### src/rtl/uart_rx_cfg_if.sv
// uart_rx_cfg_if: serial line toward the receiver and received word / status back out.
`timescale 1ns/1ps
interface uart_rx_cfg_if #(
  parameter int unsigned DATA_BITS = 8
);
  logic                 rx;
  logic [DATA_BITS-1:0] rx_data;
  logic                 rx_done;
  logic                 parity_err;
  logic                 frame_err;
  logic                 busy;

  // master drives the line and consumes the received word; slave is the receiver
  modport master (output rx, input rx_data, rx_done, parity_err, frame_err, busy);
  modport slave  (input rx, output rx_data, rx_done, parity_err, frame_err, busy);
endinterface

### src/rtl/uart_rx_cfg.sv
// uart_rx_cfg: oversampling UART receiver with configurable width, parity and stop bits.
`timescale 1ns/1ps
module uart_rx_cfg #(
  parameter int unsigned CLK_FREQ   = 100_000_000,
  parameter int unsigned BAUD       = 9600,
  parameter int unsigned OVERSAMPLE = 16,
  parameter int unsigned DATA_BITS  = 8,
  parameter int unsigned PARITY     = 0,
  parameter int unsigned STOP_BITS  = 1
) (
  input  logic         clk,
  input  logic         rst,
  uart_rx_cfg_if.slave bus
);

  localparam int unsigned DIV    = (CLK_FREQ + BAUD * OVERSAMPLE / 2) / (BAUD * OVERSAMPLE);
  localparam int unsigned DIV_W  = (DIV > 1) ? $clog2(DIV) : 1;
  localparam int unsigned SCNT_W = $clog2(OVERSAMPLE);
  localparam int unsigned BCNT_W = $clog2(DATA_BITS + 1);

  localparam logic [DIV_W-1:0]  DIV_LAST    = DIV_W'(DIV - 1);
  localparam logic [SCNT_W-1:0] SC_HALF     = SCNT_W'(OVERSAMPLE / 2 - 1);
  localparam logic [SCNT_W-1:0] SC_LAST     = SCNT_W'(OVERSAMPLE - 1);
  localparam logic [BCNT_W-1:0] B_DATA_LAST = BCNT_W'(DATA_BITS - 1);
  localparam logic [BCNT_W-1:0] B_STOP_LAST = BCNT_W'(STOP_BITS - 1);
  localparam logic              PAR_EN      = (PARITY != 0);
  localparam logic              PAR_ODD     = (PARITY == 2);

  typedef enum logic [2:0] {
    S_IDLE,
    S_START,
    S_DATA,
    S_PAR,
    S_STOP
  } state_t;

  state_t               state_q, state_d;
  logic                 rx_m, rx_s;
  logic [DIV_W-1:0]     div_cnt;
  logic [SCNT_W-1:0]    scnt;
  logic [BCNT_W-1:0]    bcnt;
  logic [DATA_BITS-1:0] sreg;
  logic                 par_pend, frm_pend, done_pend;
  logic                 tick_c, chg_c;
  logic                 shift_c, par_smp_c, stop_smp_c, last_stop_c, finish_c;

  logic [DATA_BITS-1:0] rx_data_q;
  logic                 rx_done_q, parity_err_q, frame_err_q, busy_q;

  assign tick_c = (state_q != S_IDLE) && (div_cnt == DIV_LAST);
  assign chg_c  = (state_d != state_q);

  // Two-flop synchroniser for the asynchronous line, idling high
  always_ff @(posedge clk or posedge rst) begin
    if (rst) begin
      rx_m <= 1'b1;
      rx_s <= 1'b1;
    end else begin
      rx_m <= bus.rx;
      rx_s <= rx_m;
    end
  end

  // State register
  always_ff @(posedge clk or posedge rst) begin
    if (rst) state_q <= S_IDLE;
    else     state_q <= state_d;
  end

  // Next-state and per-cycle sampling strobes
  always_comb begin
    state_d     = state_q;
    shift_c     = 1'b0;
    par_smp_c   = 1'b0;
    stop_smp_c  = 1'b0;
    last_stop_c = 1'b0;
    finish_c    = 1'b0;
    case (state_q)
      S_IDLE: begin
        if (!rx_s) state_d = S_START;
      end
      S_START: begin
        if (tick_c && (scnt == SC_HALF)) state_d = rx_s ? S_IDLE : S_DATA;
      end
      S_DATA: begin
        if (tick_c && (scnt == SC_LAST)) begin
          shift_c = 1'b1;
          if (bcnt == B_DATA_LAST) state_d = PAR_EN ? S_PAR : S_STOP;
        end
      end
      S_PAR: begin
        if (tick_c && (scnt == SC_LAST)) begin
          par_smp_c = 1'b1;
          state_d   = S_STOP;
        end
      end
      S_STOP: begin
        if (done_pend) begin
          finish_c = 1'b1;
          state_d  = S_IDLE;
        end else if (tick_c && (scnt == SC_LAST)) begin
          stop_smp_c  = 1'b1;
          last_stop_c = (bcnt == B_STOP_LAST);
        end
      end
      default: state_d = S_IDLE;
    endcase
  end

  // Baud tick divider, parked at zero while idle
  always_ff @(posedge clk or posedge rst) begin
    if (rst)                    div_cnt <= '0;
    else if (state_q == S_IDLE) div_cnt <= '0;
    else if (tick_c)            div_cnt <= '0;
    else                        div_cnt <= div_cnt + DIV_W'(1);
  end

  // Sample counter within a bit, restarted on every state change
  always_ff @(posedge clk or posedge rst) begin
    if (rst)         scnt <= '0;
    else if (chg_c)  scnt <= '0;
    else if (tick_c) scnt <= (scnt == SC_LAST) ? '0 : scnt + SCNT_W'(1);
  end

  // Bit counter for data bits and stop bits
  always_ff @(posedge clk or posedge rst) begin
    if (rst)                          bcnt <= '0;
    else if (chg_c)                   bcnt <= '0;
    else if (shift_c || stop_smp_c)   bcnt <= bcnt + BCNT_W'(1);
  end

  // Shift register and pending status for the frame in flight
  always_ff @(posedge clk or posedge rst) begin
    if (rst) begin
      sreg      <= '0;
      par_pend  <= 1'b0;
      frm_pend  <= 1'b0;
      done_pend <= 1'b0;
    end else if (state_q == S_IDLE) begin
      par_pend  <= 1'b0;
      frm_pend  <= 1'b0;
      done_pend <= 1'b0;
    end else begin
      if (shift_c)               sreg      <= {rx_s, sreg[DATA_BITS-1:1]};
      if (par_smp_c)             par_pend  <= (^{sreg, rx_s}) ^ PAR_ODD;
      if (stop_smp_c && !rx_s)   frm_pend  <= 1'b1;
      if (last_stop_c)           done_pend <= 1'b1;
    end
  end

  // Registered outputs; word and flags update together with the done pulse
  always_ff @(posedge clk or posedge rst) begin
    if (rst) begin
      rx_data_q    <= '0;
      rx_done_q    <= 1'b0;
      parity_err_q <= 1'b0;
      frame_err_q  <= 1'b0;
      busy_q       <= 1'b0;
    end else begin
      rx_done_q <= finish_c;
      busy_q    <= (state_d != S_IDLE);
      if (finish_c) begin
        rx_data_q    <= sreg;
        parity_err_q <= par_pend;
        frame_err_q  <= frm_pend;
      end
    end
  end

  assign bus.rx_data    = rx_data_q;
  assign bus.rx_done    = rx_done_q;
  assign bus.parity_err = parity_err_q;
  assign bus.frame_err  = frame_err_q;
  assign bus.busy       = busy_q;

endmodule

### src/flat_wrapper.sv
// flat-port wrapper written by rule: the top's interface ports become plain ports
module uart_rx_cfg_flat 
#(
  parameter int unsigned CLK_FREQ   = 100_000_000,
  parameter int unsigned BAUD       = 9600,
  parameter int unsigned OVERSAMPLE = 16,
  parameter int unsigned DATA_BITS  = 8,
  parameter int unsigned PARITY     = 0,
  parameter int unsigned STOP_BITS  = 1
)
  (clk, rst, bus_rx, bus_rx_data, bus_rx_done, bus_parity_err, bus_frame_err, bus_busy);
  uart_rx_cfg_if #(.DATA_BITS(DATA_BITS)) bus_i ();
  input  logic clk;
  input  logic rst;
  input wire logic [$bits(bus_i.rx)-1:0] bus_rx;
  output wire logic [$bits(bus_i.rx_data)-1:0] bus_rx_data;
  output wire logic [$bits(bus_i.rx_done)-1:0] bus_rx_done;
  output wire logic [$bits(bus_i.parity_err)-1:0] bus_parity_err;
  output wire logic [$bits(bus_i.frame_err)-1:0] bus_frame_err;
  output wire logic [$bits(bus_i.busy)-1:0] bus_busy;
  assign bus_i.rx = bus_rx;
  assign bus_rx_data = bus_i.rx_data;
  assign bus_rx_done = bus_i.rx_done;
  assign bus_parity_err = bus_i.parity_err;
  assign bus_frame_err = bus_i.frame_err;
  assign bus_busy = bus_i.busy;
  uart_rx_cfg #(.CLK_FREQ(CLK_FREQ), .BAUD(BAUD), .OVERSAMPLE(OVERSAMPLE), .DATA_BITS(DATA_BITS), .PARITY(PARITY), .STOP_BITS(STOP_BITS)) u_core (.clk(clk), .rst(rst), .bus(bus_i));
endmodule
### config.mk
export PLATFORM = sky130hd
export DESIGN_NAME = uart_rx_cfg_flat
export DESIGN_NICKNAME = d
export VERILOG_FILES = /design/src/rtl/uart_rx_cfg_if.sv /design/src/rtl/uart_rx_cfg.sv /design/src/flat_wrapper.sv
export SDC_FILE = /design/constraint.sdc
export NUM_CORES = 1
export LEC_CHECK = 0
export CORE_MARGIN = 3
export CORE_UTILIZATION = 33
export DETAILED_ROUTE_END_ITERATION = 8
export RECOVER_POWER = 25
export SYNTH_ARGS = -nofsm -noshare
export SYNTH_HDL_FRONTEND = slang
export SYNTH_SLANG_ARGS = --single-unit
export TNS_END_PERCENT = 30
### constraint.sdc
create_clock -name clk -period 2.4 [get_ports clk]
set_input_delay 0.6 -clock clk [delete_from_list [all_inputs] [get_ports clk]]
set_output_delay 0.6 -clock clk [all_outputs]
set_load 0.005 [all_outputs]
Word-level counts from Yosys, hierarchy flattened
Cells that the tools add are included.
- latch bits: 0
- RAM bits: 0
- output and inout port bits: 12
- memory bits (read-only): 0
- memories: 0
- bits in registers: 46
- div/mod/pow operators: 0
- add/subtract/negate cells: 3
- shift-type cells: 0
- mux-type cells: 31
- bitwise operators: 1
- $lt $le $gt $ge: 0
- $mul: 0
- reductions and logical operators: 17
- eq/ne operators: 9
- operators with widths (operator ; number):
    2-to-1 mux 10 bit ; 2
    2-to-1 mux 4 bit ; 5
    2-to-1 mux 3 bit ; 6
    2-to-1 mux 1 bit ; 16
    one-hot mux 3 bit (5 select lines) ; 1
    adder 10 x 1 -> 10 bit, second input constant ; 1
    == test 10 bit, second input constant ; 1
    nonzero test 2 bit ; 5
    parity 9 bit ; 1
    adder 4 x 1 -> 4 bit, second input constant ; 2
    == test 4 x 3 -> 1 bit, second input constant ; 2
    == test 3 x 2 -> 1 bit, second input constant ; 2
    nonzero test 3 bit ; 2
    == test 4 bit, second input constant ; 1
    logical AND 1 bit ; 4
    zero test 4 bit ; 1
    == test 3 x 1 -> 1 bit, second input constant ; 1
    == test 3 bit, second input constant ; 1
    zero test 3 bit ; 1
    != test 3 bit ; 1
    2-to-1 mux 2 bit ; 1
    AND reduction 2 bit ; 1
    zero test 1 bit ; 1
    logical OR 1 bit ; 1
    inverter 1 bit ; 1

Logic depth before layout (Yosys ltp)
Gate-level depths: netlist (run 1).
- depth in word-level cells: 9
- depth in mapped cells: 6

Least setup slack after synthesis (run 1)
OpenSTA, ideal clock, no wires.
- path type: flip-flop to flip-flop
- from: register u_core.div_cnt[8]
- to: register u_core.sreg[0]
- stages on the path, launching flop included: 6
- path slack: 0.501 ns
- setup time: 0.125 ns
- data required time: 2.275 ns
- period minus slack after synthesis: 1.899 ns
- arrival time: 1.775 ns
- buffers on the path: 0
- cell sequence: dfrtp_1 -> nand4bb_1 -> nor3b_2 -> nand3_2 -> nor3_4 -> mux2_2
- cells in the longest elaborated chain, start to end: 6
- ends and longest elaborated chain (element ; RTL line ; source):
    from (decl) ; uart_rx_cfg.sv:39 ; logic [DIV_W-1:0] div_cnt;
    from (signal assigned) ; uart_rx_cfg.sv:115 ; else div_cnt <= div_cnt + DIV_W'(1);
    == test 10 bit ; uart_rx_cfg.sv:50 ; assign tick_c = (state_q != S_IDLE) && (div_cnt == DIV_LAST);
    logical AND 1 bit ; uart_rx_cfg.sv:50 ;
    logical AND 1 bit ; uart_rx_cfg.sv:86 ; if (tick_c && (scnt == SC_LAST)) begin
    2-to-1 mux 1 bit ; uart_rx_cfg.sv:86 ;
    2-to-1 mux 1 bit ; uart_rx_cfg.sv:78 ; case (state_q)
    AND reduction 2 bit (no line) ; n/a ;
    to (signal assigned) ; uart_rx_cfg.sv:144 ; if (shift_c) sreg <= {rx_s, sreg[DATA_BITS-1:1]};
    to (decl) ; uart_rx_cfg.sv:42 ; logic [DATA_BITS-1:0] sreg;
No other way between the ends.
A chain may end at the register's enable or synchronous reset.

Worst setup path in the final report (run 1)
- from: register u_core.state_q[1]
- to: register u_core.sreg[6]
- cells in the longest elaborated chain, start to end: 6
- ends and longest elaborated chain (element ; RTL line ; source):
    from (decl) ; uart_rx_cfg.sv:37 ; state_t state_q, state_d;
    from (signal assigned) ; uart_rx_cfg.sv:67 ; else state_q <= state_d;
    nonzero test 3 bit ; uart_rx_cfg.sv:50 ;
    logical AND 1 bit ; uart_rx_cfg.sv:50 ;
    logical AND 1 bit ; uart_rx_cfg.sv:86 ;
    2-to-1 mux 1 bit ; uart_rx_cfg.sv:86 ;
    2-to-1 mux 1 bit ; uart_rx_cfg.sv:78 ;
    AND reduction 2 bit (no line) (*) ; n/a ;
Every way passes the cells marked *; elsewhere a longest branch is shown, timed or not.

==> metrics.csv, run 1 <==
metric,value,unit
num_rows,29,
htreeDepth,2,
diodes,0,
finalMaxSlewViolations,0,
dieArea,7669,um2
synth_edf_count,0,
areaGrowthSynthToFinish,15.90,%
r2r_cells,5,
drtAntennaViolNets,0,
cts.reportedPaths.clkPinSlew,80,ps
synth_most_common_cell,dfrtp_1,
p_clk_share,36.4,%
clock_skew,5.452,ps
slew_headroom,46.42,%
grt_usage,10.73,%
synth_common_cells,"dfrtp_1 (44), nor2_1 (22), mux2_2 (18)",
grt_pass1_wl,6417,um
cts_sinks,46,
maxCapViolations,0,
layout-drive-gt1-share,18.43,%
synth.area.top_cells,"dfrtp_1 (50%), mux2_2 (9.2%), xnor2_1 (5.6%), nor2_1 (3.8%), ha_1 (2.8%)",
busiest_layer,met2,
cp_data_arrival_time,2300,ps
wl_per_cell,12.73,um
critPathLaunchType,flop,
grt_max_degree,27,
via_count,1442,
stdcell_count,294,
grt_pass1_vias,1408,
worstMarginPinSlew,802.8,ps
switchingPower,272.3,uW
power.share.sequential,61.8,%
cts_tree,yes,
end_kind,flop,
setup_viol,0,
core-area,6386,um2
p_int,988.3,uW
rsz0062_at_grt,false,
critical_path_required,2580,ps
whs,362.3,ps
post_synth.cell_area_avg,11.38,um2
slowest_stage,dfrtp_1,
dpl.hpwl,2663,um
crit_path_start,u_core.state_q[1],
clock-root-buffer,clkbuf_8,
cts_resized,0,
dr.first_iter.drc_count,72,
ir_drop,211.0,uV
ys_dominant_reg_cell,dfrtp_1,
antenna_found_initial,0,
drt-pass1-iter-count,4,
period_share,88.31,%
swShare,21.60,%
place.gp.congestion,0.8642,
cts.path.max_buffers,2,
viasPerCell,4.905,
async_flop_share,100.0,%
ys_ff_latch,46,
min_period,2119,ps
placed_cells,284,
hold_viol,0,
start_util,34.38,%
synth.distinct_cells,41,
routed_wl,3742,um
use_met1,14.38,%
yosysTopAreaCell,dfrtp_1,
synth_area,2196,um2
cp_max_fo,12,
hp-class,flop to flop,
portBuffers,14,
drc_errors,0,
critical-path-max-stage-delay,550,ps
powerDensity,495.4,nW/um2
comb_power_share,1.8,%
layout_setup_ws,280.6,ps
setup-tns-final,0,ps
cts_buffers,5,
dieWidth,87.57,um
status,"complete, no violations",
nFillCells,609,
layout.nets,224,
ys_warn_count,0,
timing.fmax,471.8,MHz
r2r_start,u_core.state_q[1],
seq_area_frac_synth,52.54,%
clk_latency,290,ps
overflow,0,
io_pins,15,
leakage,1.169,nW
syn_nets,201,
grtUsageMet3,3.198,%
holdCritStartpoint,u_core.rx_m,
path_class,flop to flop,
whs_path_depth,0,
die_h,87.57,um
syn_inst,193,
netlist.area_leader.share,50.14,%
use_met2,16.58,%
pre_cts_ws,211.8,ps
path_cells,nor3_1 -> nor4b_4 -> nand3_2 -> nor3_4 -> mux2_2,
-- power groups by stage --
stage          Clock, mW  Combinational, mW  Sequential (mW)
3_3_place_gp           0             0.0280            0.795
5_1_grt            0.516             0.0270            0.780
6_report           0.459             0.0225            0.779
3_5_place_dp           0             0.0284            0.795
2_1_floorplan          0             0.0155            0.794
4_1_cts            0.480             0.0283            0.779
-- worst max-delay path, delay by kind of cell (launching register included) --
| kind | cells | cell delay (ps) |
|---|---|---|
| AND/OR/NAND/NOR | 4 | 1070 |
| flip-flops | 1 | 550 |
| multiplexers | 1 | 380 |
-- what timing repair did --
action | CTS | global route
hold buffers | 0 | 0
buffers inserted | 0 | 2
endpoints found under the setup margin | 0 | 1
-- path summary, 6_finish.rpt --
path | end | slack (ps)
worst max-delay path | u_core.sreg[6] | 280
worst min-delay path | u_core.rx_s | 360
worst max register to register | u_core.sreg[6] | 280
worst min register to register | u_core.rx_s | 360
max in group asynchronous | u_core.bcnt[2] | 390
min in group asynchronous | u_core.bus.rx_data[6] | 890
-- area by class of cell --
type | count | area [um2] | area share (%)
Sequential cell | 46 | 1154 | 45.33
Clock inverter | 2 | 13.76 | 0.5408
Clock buffer | 6 | 72.57 | 2.852
Tap cell | 77 | 96.34 | 3.786
Inverter | 9 | 33.78 | 1.327
Multi-Input combinational cell | 134 | 992.2 | 38.99
Timing Repair Buffer | 20 | 182.7 | 7.178
-- cells in the final DEF (no fill, tap or decap), types with 3 or more instances in the layout --
cell type        count
a21oi_1              7
and3_1               6
buf_4                5
clkbuf_8             5
clkdlybuf4s50_1     12
dfrtp_1             44
ha_1                 5
inv_1                9
mux2_2              18
nand2_1              8
nand3_1              6
nor2_1              22
nor3_1               3
o21ai_0              7
or3_1                4
xnor2_1             14
xor2_1               5
-- layer usage --
layer,vias to the layer above,share of wire (%)
met1,699,49
met5,-,0
li1,727,-
met2,11,47
met4,0,1.6
met3,5,2.3
-- metrics by stage --
step / utilization (%) / power, mW / area, um2
6_report: 39.85 / 1.261 / 2545
5_1_grt: 39.85 / 1.322 / 2545
4_1_cts: 39.85 / 1.288 / 2545
3_5_place_dp: 38.50 / 0.8230 / 2459
3_3_place_gp: 38.50 / 0.8226 / 2459
2_1_floorplan: - / 0.8095 / 2196
-- sequential cells by signal, indices dropped and copies added, names as in the netlist, 3 cells and up --
register / cells
u_core.div_cnt: 10
u_core.state_q: 3
u_core.scnt: 4
u_core.bcnt: 4
u_core.sreg: 8
u_core.bus.rx_data: 8
-- cells by family (layout without fill, tap and decap cells) --
logic type,after synthesis,count (layout),share of synthesized area [%]
xor+xnor,19,19,7.578
simple gates,64,64,16.58
compound gates,27,27,8.490
flops,46,46,52.54
mux,19,19,9.686
buf+inv,13,37,2.279
fa+ha+maj,5,5,2.849
(Power assumes the default switching activity.)
==> run 2: changes to the inputs <==
--- a/config.mk
+++ b/config.mk
@@ -8,6 +8,7 @@
 export CORE_MARGIN = 3
 export CORE_UTILIZATION = 33
 export DETAILED_ROUTE_END_ITERATION = 8
+export PLACE_DENSITY_LB_ADDON = 0.3
 export RECOVER_POWER = 25
 export SYNTH_ARGS = -nofsm -noshare
 export SYNTH_HDL_FRONTEND = slang
==> run 2 against run 1 <==
  * Count of clock-buffer cells in the layout unchanged
  * Combinational power about the same
  * Critical path type unchanged
  * Final cell count down 0.68%
  * Non-clock buffer count fell by 2
  * Total power grew 1.2%
  * Core utilization down 0.24 points
==> metrics.csv, run 2 (synthesized netlist as in run 1, its figures left out) <==
metric,value,unit
clk_latency,300,ps
setup-tns-final,0,ps
cts.path.max_buffers,2,
worstMarginPinSlew,767.0,ps
io_pins,15,
dpl.hpwl,2817,um
diodes,0,
overflow,0,
stdcell_count,292,
layout-drive-gt1-share,17.67,%
drtAntennaViolNets,0,
maxCapViolations,0,
portBuffers,14,
timing.fmax,464.4,MHz
cts_tree,yes,
grt_pass1_wl,6727,um
end_kind,flop,
status,"complete, no violations",
swShare,22.55,%
layout.nets,222,
placed_cells,284,
hold_viol,0,
min_period,2154,ps
largest_reg_flops,10,
routed_wl,3887,um
die_h,87.57,um
antenna_found_initial,0,
cts.reportedPaths.clkPinSlew,90,ps
power.share.sequential,61.1,%
htreeDepth,2,
grt_pass1_vias,1387,
switchingPower,287.8,uW
cts_resized,0,
post_cts_buffers,0,
cp.buffers_inverters,0,
core-area,6386,um2
cts_hold_repair.buffers,0,
cp_max_fo,12,
ir_drop,276.0,uV
cts_buffers,5,
areaGrowthSynthToFinish,15.21,%
drt-pass1-iter-count,3,
leakage,1.160,nW
grt_max_degree,27,
post_dp_cell_area,2459,um2
dieWidth,87.57,um
fin_area,2530,um2
p_int,988.6,uW
most-common-layout-cells,"dfrtp_1 (44), nor2_1 (22), mux2_2 (18)",
path_cells,nor3_1 -> nor4b_4 -> nand4_1 -> o31ai_4 -> o21ba_2,
drc_errors,0,
dieArea,7669,um2
start_util,34.38,%
place.gp.congestion,0.9313,
path_class,flop to flop,
hp-class,flop to flop,
grt_usage,11.44,%
clock-root-buffer,clkbuf_8,
viasPerCell,4.791,
cpLargestDelayFamily,simple AND/OR/NAND/NOR gates,
slew_headroom,48.81,%
layout_commonest_cell,dfrtp_1,
critical-path-max-stage-delay,550,ps
p_clk_share,37.2,%
powerDensity,504.5,nW/um2
rsz0062_at_grt,false,
clock_skew,6.213,ps
cts_sinks,46,
comb_power_share,1.8,%
regMostFlops,u_core.div_cnt,
setup_viol,0,
period_share,89.73,%
critPathLaunchType,flop,
via_count,1399,
critical_path_required,2600,ps
finalMaxSlewViolations,0,
cp_data_arrival_time,2350,ps
slowest_stage,dfrtp_1,
wl_per_cell,13.31,um
dr.first_iter.drc_count,84,
num_rows,29,
## run 2: cell types whose count changed in the layout (fill, tap and decap cells not counted), sizes merged
cell  before  now
buf        5    3
## run 2: final timing paths
| check | start | end | slack [ps] | cells past startpoint |
|---|---|---|---|---|
| min in group asynchronous | rst | u_core.bus.rx_data[5] | 860 | 2 |
| setup / recovery | u_core.state_q[1] | u_core.bcnt[2] | 250 | 5 |
| setup reg to reg | u_core.state_q[1] | u_core.bcnt[2] | 250 | 5 |
| hold reg to reg | u_core.rx_m | u_core.rx_s | 360 | 0 |
| max in group asynchronous | rst | u_core.done_pend | 420 | 3 |
| hold / removal | u_core.rx_m | u_core.rx_s | 360 | 0 |
## run 2: area by class of cell
type	instances	area, um2
Inverter	9	33.78
Fill cell	636	3856
Timing Repair Buffer	18	167.7
Sequential cell	46	1154
Multi-Input combinational cell	134	992.2
Clock inverter	2	13.76
Clock buffer	6	72.57
Tap cell	77	96.34
## run 2: metrics by stage
stage | power [mW] | hold slack (ps) | setup WS [ps] | util, %
after global placement | 0.8232 | 346.1 | 292.8 | 38.50
after detailed placement | 0.8232 | 346.8 | 270.8 | 38.50
after CTS | 1.304 | 360.3 | 250.1 | 39.85
after global routing | 1.331 | 368.1 | 59.96 | 39.62
final | 1.276 | 359.3 | 246.5 | 39.62
after floorplan | 0.8095 | 345.2 | 500.8 | -
## run 2: power groups by stage
stage / logic [mW] / registers [mW] / clock network, mW
6_report: 0.0228 / 0.779 / 0.474
3_5_place_dp: 0.0285 / 0.795 / 0
5_1_grt: 0.0268 / 0.780 / 0.524
2_1_floorplan: 0.0155 / 0.794 / 0
4_1_cts: 0.0287 / 0.779 / 0.495
3_3_place_gp: 0.0284 / 0.795 / 0
## run 2: worst register-to-register path: stages, from the launching register on
cell and delay, ps:
dfrtp_1 550, nor3_1 160, nor4b_4 400, nand4_1 320, o31ai_4 400, o21ba_2 210
## run 2: layer usage
layer	wire length, um	track usage, %	share of wire (%)	vias to the layer above
met4	98	5.579	2.5	0
li1	-	-	-	706
met5	0	0	0	-
met2	1820	16.71	47	13
met1	1870	15.61	48	672
met3	97	3.198	2.5	8
